==> src/rtl/rf_wb_arbiter.sv <==
// Register-file write-port arbiter between in-order writeback (A) and a
// long-latency unit (B), with a per-register scoreboard of B-owed destinations.
module rf_wb_arbiter #(
    parameter int DATA_WIDTH = 32,
    parameter int ADDR_WIDTH = 5,
    parameter int MAX_WAIT   = 3
) (
    input  logic                  clk,
    input  logic                  rst,
    input  logic                  a_valid,
    output logic                  a_ready,
    input  logic [ADDR_WIDTH-1:0] a_addr,
    input  logic [DATA_WIDTH-1:0] a_data,
    input  logic                  b_valid,
    output logic                  b_ready,
    input  logic [ADDR_WIDTH-1:0] b_addr,
    input  logic [DATA_WIDTH-1:0] b_data,
    input  logic                  claim_en,
    input  logic [ADDR_WIDTH-1:0] claim_addr,
    input  logic [ADDR_WIDTH-1:0] rs1_addr,
    input  logic [ADDR_WIDTH-1:0] rs2_addr,
    output logic                  rs1_busy,
    output logic                  rs2_busy,
    output logic                  claim_err,
    output logic                  w_en,
    output logic [ADDR_WIDTH-1:0] rd_addr,
    output logic [DATA_WIDTH-1:0] w_in
);

    localparam int         NREG       = 1 << ADDR_WIDTH;
    localparam logic [3:0] MAX_WAIT_C = 4'(MAX_WAIT);

    logic                  grant_a;
    logic                  grant_b;
    logic                  grant_any;
    logic [ADDR_WIDTH-1:0] grant_addr;
    logic [DATA_WIDTH-1:0] grant_data;
    logic                  clr_en;

    logic [3:0]            starve_q, starve_d;
    logic                  w_en_q, w_en_d;
    logic [ADDR_WIDTH-1:0] rd_addr_q, rd_addr_d;
    logic [DATA_WIDTH-1:0] w_in_q, w_in_d;
    logic                  out_is_b_q, out_is_b_d;
    logic [NREG-1:0]       busy_q, busy_d;
    logic                  claim_err_q, claim_err_d;

    // A wins ties unless B has already waited MAX_WAIT cycles.
    always_comb begin
        grant_b    = b_valid & (~a_valid | (starve_q == MAX_WAIT_C));
        grant_a    = a_valid & ~grant_b;
        grant_any  = grant_a | grant_b;
        grant_addr = grant_b ? b_addr : a_addr;
        grant_data = grant_b ? b_data : a_data;
    end

    always_comb begin
        starve_d = '0;
        if (b_valid && !grant_b) begin
            starve_d = (starve_q == MAX_WAIT_C) ? starve_q : starve_q + 4'd1;
        end
    end

    // Writes to register 0 are consumed but never reach the register file.
    always_comb begin
        w_en_d     = grant_any & (grant_addr != '0);
        rd_addr_d  = grant_any ? grant_addr : rd_addr_q;
        w_in_d     = grant_any ? grant_data : w_in_q;
        out_is_b_d = grant_b;
    end

    // Clear happens as the register file commits the B write; a same-edge
    // claim of that register re-sets the bit and is not a double claim.
    always_comb begin
        clr_en      = w_en_q & out_is_b_q;
        busy_d      = busy_q;
        claim_err_d = claim_err_q;
        if (clr_en) begin
            busy_d[rd_addr_q] = 1'b0;
        end
        if (claim_en && (claim_addr != '0)) begin
            if (busy_q[claim_addr] && !(clr_en && (rd_addr_q == claim_addr))) begin
                claim_err_d = 1'b1;
            end
            busy_d[claim_addr] = 1'b1;
        end
        busy_d[0] = 1'b0;
    end

    always_ff @(posedge clk or posedge rst) begin
        if (rst) begin
            starve_q    <= '0;
            w_en_q      <= 1'b0;
            rd_addr_q   <= '0;
            w_in_q      <= '0;
            out_is_b_q  <= 1'b0;
            busy_q      <= '0;
            claim_err_q <= 1'b0;
        end else begin
            starve_q    <= starve_d;
            w_en_q      <= w_en_d;
            rd_addr_q   <= rd_addr_d;
            w_in_q      <= w_in_d;
            out_is_b_q  <= out_is_b_d;
            busy_q      <= busy_d;
            claim_err_q <= claim_err_d;
        end
    end

    assign a_ready   = grant_a;
    assign b_ready   = grant_b;
    assign rs1_busy  = busy_q[rs1_addr];
    assign rs2_busy  = busy_q[rs2_addr];
    assign claim_err = claim_err_q;
    assign w_en      = w_en_q;
    assign rd_addr   = rd_addr_q;
    assign w_in      = w_in_q;

endmodule

==> config.mk <==
export PLATFORM = sky130hd
export DESIGN_NAME = rf_wb_arbiter
export DESIGN_NICKNAME = d
export VERILOG_FILES = /design/src/rtl/rf_wb_arbiter.sv
export SDC_FILE = /design/constraint.sdc
export NUM_CORES = 1
export LEC_CHECK = 0
export ABC_AREA = 1
export CORE_MARGIN = 2
export CORE_UTILIZATION = 40
export DETAILED_ROUTE_END_ITERATION = 8
export GPL_TIMING_DRIVEN = 0
export PLACE_DENSITY = 0.74
export SYNTH_ARGS = -nofsm -noshare
export SYNTH_HDL_FRONTEND = slang
export SYNTH_SLANG_ARGS = --single-unit
==> constraint.sdc <==
create_clock -name clk -period 3.6 [get_ports clk]
set_input_delay 0.54 -clock clk [delete_from_list [all_inputs] [get_ports clk]]
set_output_delay 0.54 -clock clk [all_outputs]
set_load 0.02 [all_outputs]
Yosys cells after proc, flatten, opt, wreduce, memory -nomap -nowiden
Cells that the tools add are included.
{"block": "word_totals", "reg_bits": 75, "latchBits": 0, "mem_bits_rw": 0, "mem_bits_ro": 0, "input_bits": 94, "word_cells": 55, "n_memories": 0}
{"block": "classes", "addsub": 1, "mul": 0, "n_div": 0, "magnitude_cmp": 6, "eq_ne": 3, "shifts": 0, "n_mux": 16, "n_bitwise": 11, "reduce_logical": 11}
{"cell": "32-bit 2-to-1 mux", "count": 3}
{"cell": "32-bit bitwise AND", "count": 1}
{"cell": "32-bit NOT", "count": 1}
{"cell": "32-bit OR", "count": 1}
{"cell": "5-bit by 6-bit < comparator with 1-bit output (second input constant)", "count": 4}
{"cell": "1-bit binary-select mux with 5-bit select", "count": 3}
{"cell": "1-bit demux with 5-bit select", "count": 2}
{"cell": "5-bit by 1-bit >= comparator with 1-bit output (second input constant)", "count": 2}
{"cell": "5-bit nonzero test", "count": 2}
{"cell": "4-bit 2-to-1 mux", "count": 2}
{"cell": "1-bit logical AND", "count": 6}
{"cell": "5-bit equality test", "count": 1}
{"cell": "1-bit 2-to-1 mux", "count": 5}
{"cell": "5-bit 2-to-1 mux", "count": 1}
{"cell": "4-bit by 1-bit adder with 4-bit output (second input constant)", "count": 1}
{"cell": "1-bit bitwise AND", "count": 4}
{"cell": "4-bit by 2-bit equality test with 1-bit output (second input constant)", "count": 1}
{"cell": "1-bit logical NOT", "count": 2}
{"cell": "2-bit != test (second input constant)", "count": 1}
{"cell": "1-bit NOT", "count": 2}
{"cell": "1-bit OR", "count": 2}
{"cell": "2-bit AND reduction", "count": 1}

Depth between registers and ports, before layout
Gate-level depths: netlist of run 1.
{"block": "logic_depth", "depth_word": 9, "depth_mapped": 12, "ltp_nobuf": 11}

Least setup slack after synthesis of run 1
OpenSTA, ideal clock, no wires.
{"block": "synth_path", "kind": "register -> output", "from": "register starve_q[0]", "to": "output port a_ready", "arrival_ns": 1.415, "setup_slack_ns": 1.645, "stages_incl_launch_ff": 8, "cell_sequence": "dfrtp_1 ha_1 nand2_1 nand2_2 nand2_2 inv_2 buf_2 nor2_1"}
{"block": "synth_via", "elab_chain_cells": 5}
{"element": "from (decl)", "line_no": "40", "text": "logic [3:0] starve_q, starve_d;"}
{"element": "from (signal assigned)", "line_no": "100", "text": "starve_q <= starve_d;"}
{"element": "4-bit by 2-bit equality test with 1-bit output", "line_no": "50", "text": "grant_b = b_valid & (~a_valid | (starve_q == MAX_WAIT_C));"}
{"element": "1-bit OR", "line_no": "50"}
{"element": "1-bit bitwise AND", "line_no": "50"}
{"element": "named net b_ready", "line_no": "15", "text": "output logic b_ready,"}
{"element": "1-bit NOT", "line_no": "51", "text": "grant_a = a_valid & ~grant_b;"}
{"element": "1-bit bitwise AND", "line_no": "51"}
{"element": "to (decl)", "line_no": "11", "text": "output logic a_ready,"}
The timed path passes the listed nets, and every way through them passes these cells.

Worst setup path in the final report of run 1
{"block": "layout_path", "from": "input port rs1_addr[0]", "to": "output port rs1_busy"}
{"block": "layout_via", "elab_chain_cells": 2}
{"element": "from (decl)", "line_no": "20", "text": "input logic [ADDR_WIDTH-1:0] rs1_addr,"}
{"element": "1-bit binary-select mux with 5-bit select", "line_no": "112", "text": "assign rs1_busy = busy_q[rs1_addr];"}
{"element": "1-bit 2-to-1 mux (implied by the code)", "line_no": "112"}
{"element": "to (decl)", "line_no": "22", "text": "output logic rs1_busy,"}
Every way passes these cells. The select of a mux whose other input is x is not followed.

==> results_tabular.tex, run 1 <==
\begin{tabular}{lr}
\hline
Metric & Value \\
\hline
\multicolumn{2}{l}{\textbf{Timing}} \\
Transition time at the pin with the least slew margin & 0.480 ns \\
Unrepaired setup endpoints after global routing & false \\
Worst-case hold slack & 0.404 ns \\
Post-Route Skew & 0.00607 ns \\
Final hold vios & 0 \\
Tmin final & 3.14 ns \\
Timing-limited maximum frequency & 319 MHz \\
Final worst-path cycle share & 0.872 \\
Final count of negative-setup-slack endpoints & 0 \\
Setup TNS after final layout & 0 ns \\
Tightest slew margin relative to the limit & 0.680 \\
Count of final max-slew check failures & 0 \\
\multicolumn{2}{l}{\textbf{Place}} \\
DP HPWL & 11400 um \\
Count of input and output buffers & 134 \\
Routability-driven placement congestion ratio & 0.966 \\
Cell area after placement & 0.00597 sq mm \\
\multicolumn{2}{l}{\textbf{Power and ir drop}} \\
Power per unit of standard cell area & 409 mW/mm\^{}2 \\
LEAKAGE & 2.84 nW \\
IR Drop Worst-Case VDD & 199 uV \\
\multicolumn{2}{l}{\textbf{Clock tree}} \\
Root buf cell & sky130\_fd\_sc\_hd\_\_clkbuf\_8 \\
Maximum buffer depth of the clock tree & 2 \\
Clock H-tree levels & 3 \\
Post CTS Setup Buffer Count & 0 \\
CTS Hold Buffers Added & 0 \\
Skew-Pair Late Insertion Delay & 0.36 ns \\
Number of gates given a new drive strength after cts & 0 \\
Number of sinks on the clock net & 75 \\
Cts bufs inserted & 9 \\
Clock tree from TritonCTS & built \\
Reg clk slew, reported paths & 0.08 ns \\
\multicolumn{2}{l}{\textbf{Setup path}} \\
Data arrival time at the worst-slack endpoint & 2.60 ns \\
Critical Path Source & rs1\_addr[0] \\
Setup slack of the most critical reg-to-reg path & 1.98 ns \\
Critical Path Fanout Max & 10 \\
Sort of element at the end of the critical path & primary output \\
Startpoint Class & primary input \\
CP endpoint & rs1\_busy \\
Number of cells on the worst reg-to-reg path & 10 \\
CP Class & primary input to primary output \\
Reg-to-Reg End & w\_en\$\_DFF\_PP0\_ \\
CP Data Required Time & 3.06 ns \\
Worst R2R Start & starve\_q[0]\$\_DFFE\_PP0P\_ \\
\multicolumn{2}{l}{\textbf{Logic synthesis}} \\
Yosys warning count & 0 \\
Share of the yosys chip area belonging to registers & 0.424 \\
Synthesized Nets & 734 \\
Post-synth design cell area & 0.00443 sq mm \\
Gate count after technology mapping & 639 \\
Mean area per synthesized cell & 6.93 sq um \\
Unique cell type count in the Yosys netlist & 26 \\
Register bit count reported by yosys & 75 \\
\multicolumn{2}{l}{\textbf{Die}} \\
Count of pins on the block boundary & 137 \\
Starting density of the core & 0.408 \\
Die height & 109 um \\
Horizontal die dimension & 109 um \\
Cell row count & 38 \\
Area of the core & 0.0108 sq mm \\
Area of the die & 0.0119 sq mm \\
\multicolumn{2}{l}{\textbf{Routing}} \\
Total wirelength of the detailed-routed design & 15100 um \\
Wire length per cell & 16.2 um \\
DRC violations left & 0 \\
Detailed Routing Iterations Pass 1 & 7 \\
Routed via count & 4934 \\
Detailed-route vias per instance & 5.31 \\
Post-route ant nets & 0 \\
Initial detailed-routing violation count & 407 \\
\multicolumn{2}{l}{\textbf{Cells and area}} \\
Fraction of final layout cells sized beyond drive strength 1 & 0.0786 \\
Diode count & 0 \\
Synthesis-to-finish area growth & 39.3\% \\
Post-route cell area & 0.00616 sq mm \\
Net count, final & 880 \\
\multicolumn{2}{l}{\textbf{Global route}} \\
Final global-route overflow total & 0 \\
First-pass GRT wire length & 23700 um \\
Maximum number of pins on one net before global-route repair & 71 \\
Overall global routing resource usage & 0.261 \\
Antenna violations before repair & 0 \\
Number of global-route vias before repair & 4823 \\
\multicolumn{2}{l}{\textbf{Job}} \\
Number of maximum-capacitance violations & 0 \\
\multicolumn{2}{l}{\textbf{Hold path}} \\
Path category of the worst min-delay check & primary input to asynchronous set/reset pin \\
\multicolumn{2}{l}{\textbf{Status}} \\
Result of the run & complete, no violations \\
\hline
\end{tabular}
per-stage QoR:
step | power, mW | setup slack [ns] | utilization | cells
floorplan | 1.51 | 1.15 | - | 639
global placement | 1.85 | -0.0645 | 0.548 | 913
detailed placement | 1.87 | 0.478 | 0.551 | 914
CTS | 2.53 | 0.469 | 0.569 | 929
global route | 2.66 | 0.278 | 0.569 | 929
finish | 2.52 | 0.461 | 0.569 | 929
critical path, stage by stage:
cell                              delay [ns]
sky130_fd_sc_hd__clkdlybuf4s50_1        0.50
sky130_fd_sc_hd__inv_2                  0.19
sky130_fd_sc_hd__buf_2                  0.24
sky130_fd_sc_hd__nand2_1                0.08
sky130_fd_sc_hd__nand3_1                0.07
sky130_fd_sc_hd__nand3_1                0.08
sky130_fd_sc_hd__nand2_1                0.11
sky130_fd_sc_hd__nand2_1                0.06
sky130_fd_sc_hd__nand2_1                0.06
sky130_fd_sc_hd__nand2_1                0.04
sky130_fd_sc_hd__nand2_1                0.05
sky130_fd_sc_hd__clkdlybuf4s50_1        0.59
state kept, by name (all words and copies together), names as in the netlist:
register    count
w_in           32
busy_q         31
rd_addr         5
starve_q        4
claim_err       1
out_is_b_q      1
w_en            1
cells in the mapped netlist:
cell	instances	area, sq um
sky130_fd_sc_hd__buf_2	17	85.1
sky130_fd_sc_hd__buf_4	3	22.5
sky130_fd_sc_hd__buf_6	1	11.3
sky130_fd_sc_hd__clkbuf_1	3	11.3
sky130_fd_sc_hd__dfrtp_1	75	1880
sky130_fd_sc_hd__ha_1	1	12.5
sky130_fd_sc_hd__inv_1	36	135
sky130_fd_sc_hd__inv_2	8	30.0
sky130_fd_sc_hd__inv_4	1	6.26
sky130_fd_sc_hd__nand2_1	252	946
sky130_fd_sc_hd__nand2_2	3	18.8
sky130_fd_sc_hd__nand2_4	1	11.3
sky130_fd_sc_hd__nand3_1	129	646
sky130_fd_sc_hd__nand3b_1	2	15.0
sky130_fd_sc_hd__nor2_1	16	60.1
sky130_fd_sc_hd__nor2_2	1	6.26
sky130_fd_sc_hd__nor2_4	1	11.3
sky130_fd_sc_hd__nor3_2	7	70.1
sky130_fd_sc_hd__nor3_4	1	16.3
sky130_fd_sc_hd__nor3b_1	1	7.51
sky130_fd_sc_hd__o211ai_1	6	45.0
sky130_fd_sc_hd__o21ai_0	33	165
sky130_fd_sc_hd__o21ai_1	36	180
sky130_fd_sc_hd__o21ai_2	1	8.76
sky130_fd_sc_hd__o22ai_1	3	18.8
sky130_fd_sc_hd__xor2_1	1	8.76
cells by family (layout without fill, tap and decap cells):
family,after synthesis,in the layout,share of synthesized area
and+or+nand+nor,414,414,0.409
xor gates and xnor gates,1,1,0.00198
AOI/OAI and AO/OA,79,79,0.0944
DFF,75,75,0.424
adders and majority gates,1,1,0.00283
buffers and inverters,69,219,0.0681
cells in the final DEF (no fill, tap or decap), types with 6 or more instances in the layout:
cell                              instances
sky130_fd_sc_hd__inv_1                   35
sky130_fd_sc_hd__nor2_1                  16
sky130_fd_sc_hd__clkdlybuf4s50_1        134
sky130_fd_sc_hd__dfrtp_1                 75
sky130_fd_sc_hd__clkbuf_8                10
sky130_fd_sc_hd__o211ai_1                 6
sky130_fd_sc_hd__o21ai_0                 33
sky130_fd_sc_hd__nor3_2                   7
sky130_fd_sc_hd__inv_2                    8
sky130_fd_sc_hd__nand2_1                252
sky130_fd_sc_hd__o21ai_1                 36
sky130_fd_sc_hd__nand3_1                129
sky130_fd_sc_hd__buf_2                   17
area by class of cell:
| cell class | count | area, sq um |
|---|---|---|
| Sequential cell | 75 | 1880 |
| Multi-Input combinational cell | 495 | 2250 |
| Fill cell | 1048 | 4680 |
| Clock buffer | 10 | 138 |
| Inverter | 45 | 174 |
| Tap cell | 140 | 175 |
| Timing Repair Buffer | 135 | 1370 |
| Clock inverter | 5 | 53.8 |
| Buffer | 24 | 130 |
per-layer routing:
metal | track usage | part of all wire
met1 | 0.321 | 0.41
met2 | 0.444 | 0.48
met3 | 0.0634 | 0.089
met4 | 0.0940 | 0.021
met5 | 0 | 0
how the worst min path moves through the flow:
stage	slack (ns)	startpoint	end
floorplan	0.43	starve_q[0]$_DFFE_PP0P_	starve_q[0]$_DFFE_PP0P_
global placement	0.45	starve_q[0]$_DFFE_PP0P_	starve_q[0]$_DFFE_PP0P_
detailed placement	0.47	starve_q[0]$_DFFE_PP0P_	starve_q[0]$_DFFE_PP0P_
CTS	0.40	rst	w_in[29]$_DFFE_PP0P_
global route	0.41	rst	w_in[27]$_DFFE_PP0P_
finish	0.40	rst	w_in[27]$_DFFE_PP0P_
report_power, final:
part	total [mW]	internal [mW]	switching, mW
clock network	0.656	0.333	0.323
logic	0.739	0.338	0.401
registers	1.13	0.976	0.152
total	2.52	1.65	0.877
No activity file was read; power rests on OpenSTA's default activity.
==> run 2: changes to the inputs <==
- CELL_PAD_IN_SITES_DETAIL_PLACEMENT: unset -> 0
- CELL_PAD_IN_SITES_GLOBAL_PLACEMENT: unset -> 1
- CORE_UTILIZATION: 40 -> 35
- PLACE_DENSITY: 0.74 -> 0.89
==> results_tabular.tex, run 2 (synthesis results as in run 1) <==
\begin{tabular}{lr}
\hline
Metric & Value \\
\hline
\multicolumn{2}{l}{\textbf{Setup path}} \\
Setup slack of the most critical reg-to-reg path & 1.95 ns (-0.03 ns) \\
Startpoint Class & primary input \\
Sort of element at the end of the critical path & primary output \\
CP Data Required Time & 3.06 ns (about the same) \\
CP Class & primary input to primary output \\
Reg-to-Reg End & w\_en\$\_DFF\_PP0\_ \\
Largest stage delay, worst path & 0.59 ns (about the same) \\
Worst R2R Start & starve\_q[0]\$\_DFFE\_PP0P\_ \\
CP cell instances & clkdlybuf4s50\_1 -> inv\_2 -> buf\_2 -> nand2\_1 -> nand3\_1 -> nand3\_1 -> nand2\_1 -> nand2\_1 -> nand2\_1 -> nand2\_1 -> nand2\_1 -> clkdlybuf4s50\_1 \\
Largest delay contributor family on the critical path & buffers and inverters \\
Total stage count of the critical path & 12 (unchanged) \\
Critical Path Fanout Max & 10 (unchanged) \\
Cell mode on critical path & sky130\_fd\_sc\_hd\_\_nand2\_1 \\
Buffers plus inverters on the worst setup path & 4 (unchanged) \\
Data arrival time at the worst-slack endpoint & 2.67 ns (+0.07 ns) \\
Library cell contributing the largest single delay on the critical path & sky130\_fd\_sc\_hd\_\_clkdlybuf4s50\_1 \\
Number of cells on the worst reg-to-reg path & 10 (unchanged) \\
\multicolumn{2}{l}{\textbf{Timing}} \\
Count of final max-slew check failures & 0 (unchanged) \\
Tightest slew margin relative to the limit & 0.694 (+0.0138) \\
Unrepaired setup endpoints after global routing & false \\
Final count of negative-setup-slack endpoints & 0 (unchanged) \\
Final worst-path cycle share & 0.891 (+0.0190) \\
Transition time at the pin with the least slew margin & 0.458 ns (-0.0221 ns) \\
Post-Route Skew & 0.00691 ns (+0.000845 ns) \\
Setup TNS after final layout & 0 ns (unchanged) \\
Tmin final & 3.21 ns (+0.0686 ns) \\
Final WS setup & 0.393 ns (-0.0686 ns) \\
Final hold vios & 0 (unchanged) \\
Timing-limited maximum frequency & 312 MHz (-2.1\%) \\
\multicolumn{2}{l}{\textbf{Cells and area}} \\
Flip-flop count of the largest register, all copies and words added & 32 (unchanged) \\
Synthesis-to-finish area growth & 43.3\% \\
Filler cell count & 1219 (+16\%) \\
Fraction of final layout cells sized beyond drive strength 1 & 0.0797 (+0.00117) \\
Diode count & 0 (unchanged) \\
Multi-input combinational cell area & 0.00225 sq mm (unchanged) \\
Top library cells by usage in the layout, fill and taps aside & 252 x sky130\_fd\_sc\_hd\_\_nand2\_1, 134 x sky130\_fd\_sc\_hd\_\_clkdlybuf4s50\_1, 129 x sky130\_fd\_sc\_hd\_\_nand3\_1 \\
Sequential cell area & 0.00188 sq mm (unchanged) \\
Leading cell type in the layout, fill and taps excluded & sky130\_fd\_sc\_hd\_\_nand2\_1 \\
Net count, final & 880 (unchanged) \\
\multicolumn{2}{l}{\textbf{Power and ir drop}} \\
Power per unit of standard cell area & 452 mW/mm\^{}2 (+11\%) \\
Power Total & 2.87 mW (+14\%) \\
IR Drop Worst-Case VDD & 269 uV (+35\%) \\
LEAKAGE & 2.91 nW (+2.2\%) \\
\multicolumn{2}{l}{\textbf{Routing}} \\
DRC violations left & 0 (unchanged) \\
Initial detailed-routing violation count & 388 (-4.7\%) \\
Detailed-route vias per instance & 5.14 (-3.2\%) \\
Wire length per cell & 16.0 um (-1.3\%) \\
Routed via count & 4945 (+0.22\%) \\
Post-route ant nets & 0 (unchanged) \\
Detailed Routing Iterations Pass 1 & 6 (-1) \\
Total wirelength of the detailed-routed design & 15400 um (+2.2\%) \\
\multicolumn{2}{l}{\textbf{Die}} \\
Horizontal die dimension & 116 um (+6.6\%) \\
Die height & 116 um (+6.6\%) \\
Starting density of the core & 0.355 (-0.0532) \\
Area of the die & 0.0136 sq mm (+14\%) \\
Count of pins on the block boundary & 137 (unchanged) \\
Cell row count & 41 (+7.9\%) \\
Area of the core & 0.0125 sq mm (+15\%) \\
\multicolumn{2}{l}{\textbf{Global route}} \\
Antenna violations before repair & 0 (unchanged) \\
First-pass GRT wire length & 23700 um (-0.35\%) \\
Final global-route overflow total & 0 (unchanged) \\
Number of global-route vias before repair & 4798 (-0.52\%) \\
Overall global routing resource usage & 0.230 (-0.0308) \\
Maximum number of pins on one net before global-route repair & 49 (-31\%) \\
\multicolumn{2}{l}{\textbf{Hold path}} \\
Worst hold endpoint & claim\_err\$\_DFFE\_PP0P\_ \\
WHS Path Cells & 2 \\
HP Start & claim\_err\$\_DFFE\_PP0P\_ \\
Path category of the worst min-delay check & register to register \\
\multicolumn{2}{l}{\textbf{Clock tree}} \\
Clock H-tree levels & 3 (unchanged) \\
Number of gates given a new drive strength after cts & 0 (unchanged) \\
Cts bufs inserted & 9 (unchanged) \\
Root buf cell & sky130\_fd\_sc\_hd\_\_clkbuf\_16 \\
Number of sinks on the clock net & 75 (unchanged) \\
Skew-Pair Late Insertion Delay & 0.34 ns (-0.02 ns) \\
Clock tree from TritonCTS & built \\
Reg clk slew, reported paths & 0.06 ns (-0.02 ns) \\
CTS Hold Buffers Added & 0 (unchanged) \\
Maximum buffer depth of the clock tree & 2 (unchanged) \\
Post CTS Setup Buffer Count & 0 (unchanged) \\
\multicolumn{2}{l}{\textbf{Place}} \\
Routability-driven placement congestion ratio & 0.911 (-5.6\%) \\
DP HPWL & 11700 um (+2.9\%) \\
Count of input and output buffers & 134 (unchanged) \\
Post-placement worst setup slack & 0.443 ns (-0.0349 ns) \\
\multicolumn{2}{l}{\textbf{Status}} \\
Result of the run & complete, no violations \\
\multicolumn{2}{l}{\textbf{Job}} \\
Number of maximum-capacitance violations & 0 (unchanged) \\
\hline
\end{tabular}
## run 2: cell types whose count changed in the layout (fill, tap and decap cells not counted)
cell,before,now
sky130_fd_sc_hd__clkinv_4,1,0
sky130_fd_sc_hd__bufinv_16,1,2
sky130_fd_sc_hd__clkbuf_8,10,2
sky130_fd_sc_hd__clkbuf_16,0,9
## run 2: worst max path at each step
stage                start                   end  slack [ns]
2_1_floorplan          rst  busy_q[10]$_DFF_PP0_        1.15
3_3_place_gp           rst  w_in[27]$_DFFE_PP0P_       -0.14
3_5_place_dp   rs1_addr[0]              rs1_busy        0.44
4_1_cts        rs1_addr[0]              rs1_busy        0.43
5_1_grt        rs1_addr[0]              rs1_busy        0.28
6_report       rs1_addr[0]              rs1_busy        0.39
## run 2: area by class of cell
type / instances / share of cell area
timing repair buffer: 135 / 0.216
multi-input combinational: 495 / 0.354
clock buffer: 11 / 0.0399
tap: 172 / 0.0339
buffer: 24 / 0.0205
sequential: 75 / 0.296
inverter: 45 / 0.0274
clock inverter: 5 / 0.0118
## run 2: power breakdown
group | switching, mW | leakage (nW) | internal [mW]
clock | 0.359 | 0.165 | 0.641
sequential | 0.148 | 0.833 | 0.978
combinational | 0.405 | 1.91 | 0.338
total | 0.912 | 2.91 | 1.96
## run 2: worst reg2reg max path, stage by stage, from the launching register on
cell                      delay [ns]
sky130_fd_sc_hd__dfrtp_1        0.40
sky130_fd_sc_hd__ha_1           0.24
sky130_fd_sc_hd__nand2_1        0.11
sky130_fd_sc_hd__nand2_2        0.09
sky130_fd_sc_hd__nand2_2        0.13
sky130_fd_sc_hd__buf_6          0.16
sky130_fd_sc_hd__nand2_1        0.06
sky130_fd_sc_hd__nand2_1        0.08
sky130_fd_sc_hd__nand3_1        0.08
sky130_fd_sc_hd__nor2_1         0.13
sky130_fd_sc_hd__nor2_1         0.05
## run 2: per-layer routing
| metal | vias to the layer above | GRT usage | part of all wire | wire, um |
|---|---|---|---|---|
| li1 | 2388 | - | - | - |
| met1 | 2281 | 0.266 | 0.39 | 6060 |
| met2 | 245 | 0.391 | 0.48 | 7360 |
| met3 | 31 | 0.0675 | 0.099 | 1520 |
| met4 | 0 | 0.108 | 0.029 | 442 |
| met5 | - | 0 | 0 | 0 |
## run 2: through the flow
stage	utilization	area [sq um]	hold slack, ns	std cells
2_1_floorplan	-	4430	0.433	639
3_3_place_gp	0.480	5980	0.447	945
3_5_place_dp	0.482	6010	0.457	946
4_1_cts	0.509	6340	0.471	962
5_1_grt	0.509	6340	0.489	962
6_report	0.509	6340	0.467	962
